`config.mk`:
```
export PLATFORM = sky130hd
export DESIGN_NAME = vdp_cpu_interface
export DESIGN_NICKNAME = d
export VERILOG_FILES = /design/src/rtl/vdp_cpu_interface.sv
export SDC_FILE = /design/constraint.sdc
export NUM_CORES = 1
export LEC_CHECK = 0
export ABC_AREA = 1
export CORE_MARGIN = 5
export CORE_UTILIZATION = 50
export CTS_CLUSTER_DIAMETER = 30
export CTS_CLUSTER_SIZE = 30
export DETAILED_ROUTE_END_ITERATION = 10
export PLACE_DENSITY_LB_ADDON = 0.08
export REMOVE_ABC_BUFFERS = 1
export SLEW_MARGIN = 40
export SYNTH_ARGS = -nofsm -noshare
export SYNTH_HDL_FRONTEND = slang
export SYNTH_SLANG_ARGS = --single-unit
```
`constraint.sdc`:
```
create_clock -name clk -period 1.9 [get_ports clk]
set_input_delay 0.38 -clock clk [delete_from_list [all_inputs] [get_ports clk]]
set_output_delay 0.38 -clock clk [all_outputs]
set_load 0.005 [all_outputs]
```
`src/rtl/vdp_cpu_interface.sv`:
```
// vdp_cpu_interface: Z80 data/control port decoder driving VRAM, CRAM and VDP register writes
// plus the VRAM read-ahead buffer.
module vdp_cpu_interface #(
    parameter int VRAM_AW = 14,
    parameter int CRAM_AW = 5,
    parameter int CRAM_DW = 6
) (
    input  logic               clk,
    input  logic               rst,
    input  logic               cpu_port_sel,
    input  logic               cpu_wr,
    input  logic               cpu_rd,
    input  logic [7:0]         cpu_data_in,
    output logic [7:0]         cpu_data_out,
    output logic               cpu_ready,
    input  logic [7:0]         status_in,
    output logic               status_rd,
    output logic [VRAM_AW-1:0] vram_addr,
    output logic [7:0]         vram_wdata,
    output logic               vram_we,
    output logic               vram_re,
    input  logic [7:0]         vram_rdata,
    output logic [CRAM_AW-1:0] cram_addr,
    output logic [CRAM_DW-1:0] cram_wdata,
    output logic               cram_we,
    output logic               reg_wr,
    output logic [3:0]         reg_addr,
    output logic [7:0]         reg_data
);
    typedef enum logic [1:0] {IDLE, FETCH, CAPTURE} state_t;
    state_t      state;
    logic [13:0] addr_reg;
    logic [1:0]  code_reg;
    logic        first_byte;
    logic [7:0]  latch_lo;
    logic [7:0]  read_buf;
    logic [13:0] ctl_addr;
    logic        wr_ok;
    logic        rd_ok;
    assign cpu_ready = state == IDLE;
    assign wr_ok     = cpu_wr && cpu_ready;
    // a simultaneous read is dropped in favour of the write
    assign rd_ok     = cpu_rd && !cpu_wr && cpu_ready;
    assign ctl_addr  = {cpu_data_in[5:0], latch_lo};
    always_ff @(posedge clk) begin
        if (rst) begin
            state        <= IDLE;
            addr_reg     <= '0;
            code_reg     <= '0;
            first_byte   <= 1'b1;
            latch_lo     <= '0;
            read_buf     <= '0;
            cpu_data_out <= '0;
            status_rd    <= 1'b0;
            vram_addr    <= '0;
            vram_wdata   <= '0;
            vram_we      <= 1'b0;
            vram_re      <= 1'b0;
            cram_addr    <= '0;
            cram_wdata   <= '0;
            cram_we      <= 1'b0;
            reg_wr       <= 1'b0;
            reg_addr     <= '0;
            reg_data     <= '0;
        end else begin
            vram_we   <= 1'b0;
            vram_re   <= 1'b0;
            cram_we   <= 1'b0;
            reg_wr    <= 1'b0;
            status_rd <= 1'b0;
            case (state)
                FETCH: begin
                    addr_reg <= addr_reg + 14'd1;
                    state    <= CAPTURE;
                end
                CAPTURE: begin
                    read_buf <= vram_rdata;
                    state    <= IDLE;
                end
                default: begin
                    if (wr_ok && cpu_port_sel) begin
                        if (first_byte) begin
                            latch_lo       <= cpu_data_in;
                            addr_reg[7:0]  <= cpu_data_in;
                            first_byte     <= 1'b0;
                        end else begin
                            code_reg   <= cpu_data_in[7:6];
                            addr_reg   <= ctl_addr;
                            first_byte <= 1'b1;
                            if (cpu_data_in[7:6] == 2'd0) begin
                                state     <= FETCH;
                                vram_re   <= 1'b1;
                                vram_addr <= ctl_addr[VRAM_AW-1:0];
                            end
                            if (cpu_data_in[7:6] == 2'd2) begin
                                reg_wr   <= 1'b1;
                                reg_addr <= cpu_data_in[3:0];
                                reg_data <= latch_lo;
                            end
                        end
                    end else if (wr_ok) begin
                        first_byte <= 1'b1;
                        read_buf   <= cpu_data_in;
                        addr_reg   <= addr_reg + 14'd1;
                        if (code_reg == 2'd3) begin
                            cram_we    <= 1'b1;
                            cram_addr  <= addr_reg[CRAM_AW-1:0];
                            cram_wdata <= cpu_data_in[CRAM_DW-1:0];
                        end else begin
                            vram_we    <= 1'b1;
                            vram_addr  <= addr_reg[VRAM_AW-1:0];
                            vram_wdata <= cpu_data_in;
                        end
                    end else if (rd_ok && cpu_port_sel) begin
                        cpu_data_out <= status_in;
                        status_rd    <= 1'b1;
                        first_byte   <= 1'b1;
                    end else if (rd_ok) begin
                        cpu_data_out <= read_buf;
                        first_byte   <= 1'b1;
                        state        <= FETCH;
                        vram_re      <= 1'b1;
                        vram_addr    <= addr_reg[VRAM_AW-1:0];
                    end
                end
            endcase
        end
    end
endmodule

```
After elaboration in Yosys (flattened, before gate mapping)
Cells that the tools add are included.

word-level totals
  bits in registers = 93
  output and inout port bits = 59
  input port bits = 29

operators by class
  equal/unequal tests = 14
  $add $sub $neg = 1
  multiplexer cells = 39
  reductions and logical operators = 31
  bitwise logic cells = 7

operators with widths
  kind                                                             count
  14-bit 2-to-1 mux                                                9
  8-bit 2-to-1 mux                                                 5
  14-bit case mux with 2 select lines                              1
  8-bit case mux with 2 select lines                               1
  4-bit AND reduction                                              4
  1-bit 2-to-1 mux                                                 15
  5-bit OR reduction                                               3
  14-bit by 1-bit adder with 14-bit output, second input constant  1
  2-bit 2-to-1 mux                                                 6
  3-bit AND reduction                                              3
  4-bit by 1-bit != test with 1-bit output, second input constant  2
  4-bit by 2-bit != test with 1-bit output, second input constant  2
  4-bit nonzero test                                               2
  1-bit NOT                                                        7
  2-bit equality test, second input constant                       3
  6-bit 2-to-1 mux                                                 1
  3-bit != test, second input constant                             2
  2-bit AND reduction                                              3
  6-bit AND reduction                                              1
  3-bit nonzero test                                               2
  1-bit logical AND                                                5
  5-bit AND reduction                                              1
  2-bit logical NOT                                                2
  2-bit by 1-bit != test with 1-bit output, second input constant  2
  8 further kinds                                                  9

Depth between registers and ports, before layout
  depth after elaboration = 8
  mapped depth = 12
  mapped depth without buffers = 10

Least setup slack after synthesis
OpenSTA, ideal clock, no wires.

  path type = flip-flop to flip-flop
  from = register state[0]
  to = register reg_addr[0]
  data required time = 1768 ps
  arrival = 1574 ps
  stages on the path, launching flop included = 12
  period minus slack after synthesis = 1706 ps
  path slack = 194 ps
  library setup time = 132 ps
  path buffers = 2
  path through = dfxtp_1 > inv_1 > ha_1 > nand2_2 > nor2_2 > buf_6 > nand2_4 > nor2_4 > nand2_1 > buf_2 > nand2_1 > a21oi_1

between the ends
  cells in the longest elaborated chain, start to end = 4

RTL lines
  item                           RTL line  RTL
  start, declared                31        state_t state;
  start signal, assigned         47        state <= IDLE;
  start signal, assigned         74        state <= CAPTURE;
  start signal, assigned         78        state <= IDLE;
  2-bit logical NOT              40        assign cpu_ready = state == IDLE;
  via cpu_ready                  15        output logic cpu_ready,
  1-bit logical AND              41        assign wr_ok = cpu_wr && cpu_ready;
  1-bit logical AND              81        if (wr_ok && cpu_port_sel) begin
  4-bit AND reduction (no line)  --
  end signal, assigned           97        reg_addr <= cpu_data_in[3:0];
  end, declared                  27        output logic [3:0] reg_addr,

The timed path passes the listed nets, and every way through them passes these cells.
A chain may end at the register's enable or synchronous reset.

Worst setup path in the final report
  from = register state[0]
  to = output cpu_ready

between the ends
  cells in the longest elaborated chain, start to end = 1

RTL lines
  item               RTL line
  2-bit logical NOT  40
  end, declared      15

Every way passes these cells.

==> qor.csv <==
stage,metric,value,unit
placed_design,port buffer count,87,
global_routing,vias in the first global route,3981,
power,Power Dens Cells,1150,nW/um^2
synth,sequential-to-total area share from yosys stat,44.9,%
final_layout,nets,715,
critical_path,critical path launch point type,flop,
floorplan,die width,101,um
detailed_routing,drt wl/cell,15.4,um
clocking,Skew-Pair Late Insertion Delay,380,ps
detailed_routing,DRC,0,
synth,cell count after synthesis,572,
synth,asr flop ratio synth,0,%
power,Leak Pwr,0.00225,uW
synth,syn avg cell area,7.24,sq um
power,Peak VDD IR,0.000584,V
synth,"FF+latch count, synth",93,
global_routing,global-route usage over all layers,24.3,%
final_layout,most frequent cells in the layout,"nand2_1 (107), dfxtp_1 (92), clkdlybuf4s50_1 (86)",
detailed_routing,Vias,4279,
clocking,CTS buffer count,9,
status,status,finished clean,
floorplan,die height,101,um
sta,Setup-failing EPs final,0,
final_layout,n_diodes,0,
clocking,clock-pin slew on the worst setup and hold paths,100,ps
clocking,root buf cell,clkbuf_8,
detailed_routing,drt first pass iters,5,
final_layout,Syn-to-layout area delta,34.9,%
sta,Final Skew,16.2,ps
synth,Post-Syn Area,4140,sq um
sta,fmax,567,MHz
clocking,clk sink count,93,
placed_design,dpl cells,776,
synth,Synth Flop Type,dfxtp_1,
critical_path,Worst R2R Setup Slack,140,ps
clocking,htree depth,3,
final_layout,"commonest non-fill, non-tap cell in the layout",nand2_1,
global_routing,largest net degree at the start of global routing,25,
floorplan,die area,10200,sq um
final_layout,Filler cells,725,
floorplan,Core ar.,8130,sq um
placed_design,HPWL after detailed placement,9080,um
sta,crit path time final,1760,ps
final_layout,share of layout cells above drive strength 1,11.2,%
sta,hold_ws,483,ps
critical_path,required time of the critical path,1520,ps
worst_hold_path,Tightest Hold Check Type,flop to flop,
synth,Post-synth EDFFs,0,
critical_path,WP data arrival,1380,ps
global_routing,total gr overflow,0,
clocking,Post-CTS Setup Bufs,0,
critical_path,critical setup path kind,flop to output port,
critical_path,CP Max Fanout,3,
final_layout,Finished Layout Cells,792,
clocking,Clock Path Buffers,2,
placed_design,GP Congestion,0.910,
sta,Final Max Slew Viols,0,
sta,Final Cycle Share,92.8,%
sta,Slew HR,69.7,%
synth,Synth warnings,0,
critical_path,Crit. End Element,output port,
floorplan,IO Pins,88,
floorplan,starting density of the core,50.9,%
global_routing,initial antenna violation count,0,
sta,Final Hold Vio Count,0,
sta,slew of the pin with the lowest slew margin,450,ps
detailed_routing,Final ANT Viol Nets,0,
synth,synth unique cells,29,
floorplan,Core Rows,33,
clocking,CTS tree,built,
flow_run,max_cap viols,0,
detailed_routing,DRT iter0 DRCs,247,
detailed_routing,routed wire length,12200,um
detailed_routing,post-DR vias/cell,5.40,
global_routing,first-pass GRT wire length,19700,um
Yosys cell counts (4+ instances only):
library cell	number	area (sq um)
o22ai_1	8	50.1
nand3_1	37	185
clkbuf_1	14	52.6
dfxtp_1	93	1860
ha_1	4	50.1
inv_1	45	169
o21ai_0	86	430
nand2_1	108	405
nor2_1	43	161
a31oi_1	8	50.1
buf_6	4	45.0
a21oi_1	68	340
nand4_1	7	43.8
nor3_1	13	65.1
buf_2	14	70.1
logic make-up after synthesis:
family / count (synthesis) / share of synthesized area (%)
adder cells (fa/ha/maj): 4 / 1.21
flip-flops: 93 / 44.9
XOR/XNOR: 2 / 0.423
AO/OA/AOI/OAI: 175 / 21.9
AND/OR/NAND/NOR: 218 / 22.9
buffers and inverters: 80 / 8.57
worst paths after layout:
kind | from | cells past startpoint | end
worst min-delay path | reg_addr[2] | 2 | reg_addr[2]
worst max register to register | state[0] | 10 | cram_addr[4]
worst min register to register | reg_addr[2] | 2 | reg_addr[2]
worst max-delay path | state[0] | 4 | cpu_ready
metal layers:
layer / global-route usage, % / up-vias / wire [um]
met2: 38.4 / 140 / 5620
met1: 33.7 / 1979 / 5610
met4: 7.36 / 0 / 187
li1: - / 2144 / -
met3: 4.64 / 16 / 771
met5: 0 / - / 0
final cells by class:
| type | count | area, sq um | area share [%] |
|---|---|---|---|
| clock inverters | 7 | 68.8 | 1.23 |
| repair buffers | 133 | 1290 | 23.1 |
| flip-flops and latches | 93 | 1860 | 33.3 |
| multi-input cells | 399 | 1940 | 34.7 |
| clock buffers | 9 | 124 | 2.22 |
| well taps | 105 | 131 | 2.35 |
| inverters | 46 | 173 | 3.09 |
stage by stage:
stage          total power [uW]  setup slack (ps)  TNS [ps]  utilization [%]  area [sq um]
2_1_floorplan              3870              -428    -16240                -          3960
3_3_place_gp               5110              -174     -5430             66.2          5380
4_1_cts                    6450              60.8         0             68.6          5580
6_report                   6450               136         0             68.7          5590
5_1_grt                    6900             -46.6      -177             68.7          5590
3_5_place_dp               5170              -206     -7450             66.2          5380
worst max-delay path, stage by stage, from the launching register on:
cell           delay [ps]
dfxtp_2               350
inv_1                  60
ha_2                  190
buf_4                 140
dlygate4sd2_1         260
report_power, final:
part	total, uW	leakage (uW)	switching [uW]	internal [uW]
Sequential	2660	0.000758	280	2380
Combinational	2510	0.00139	1320	1180
Clock	1290	0.0000964	779	509
what timing repair did:
action                     4_1_cts  5_1_grt
hold buffers                     0        0
gates resized for setup          3        4
setup endpoints to repair        1       18
pin swaps                        0        0
(Power assumes the default switching activity.)
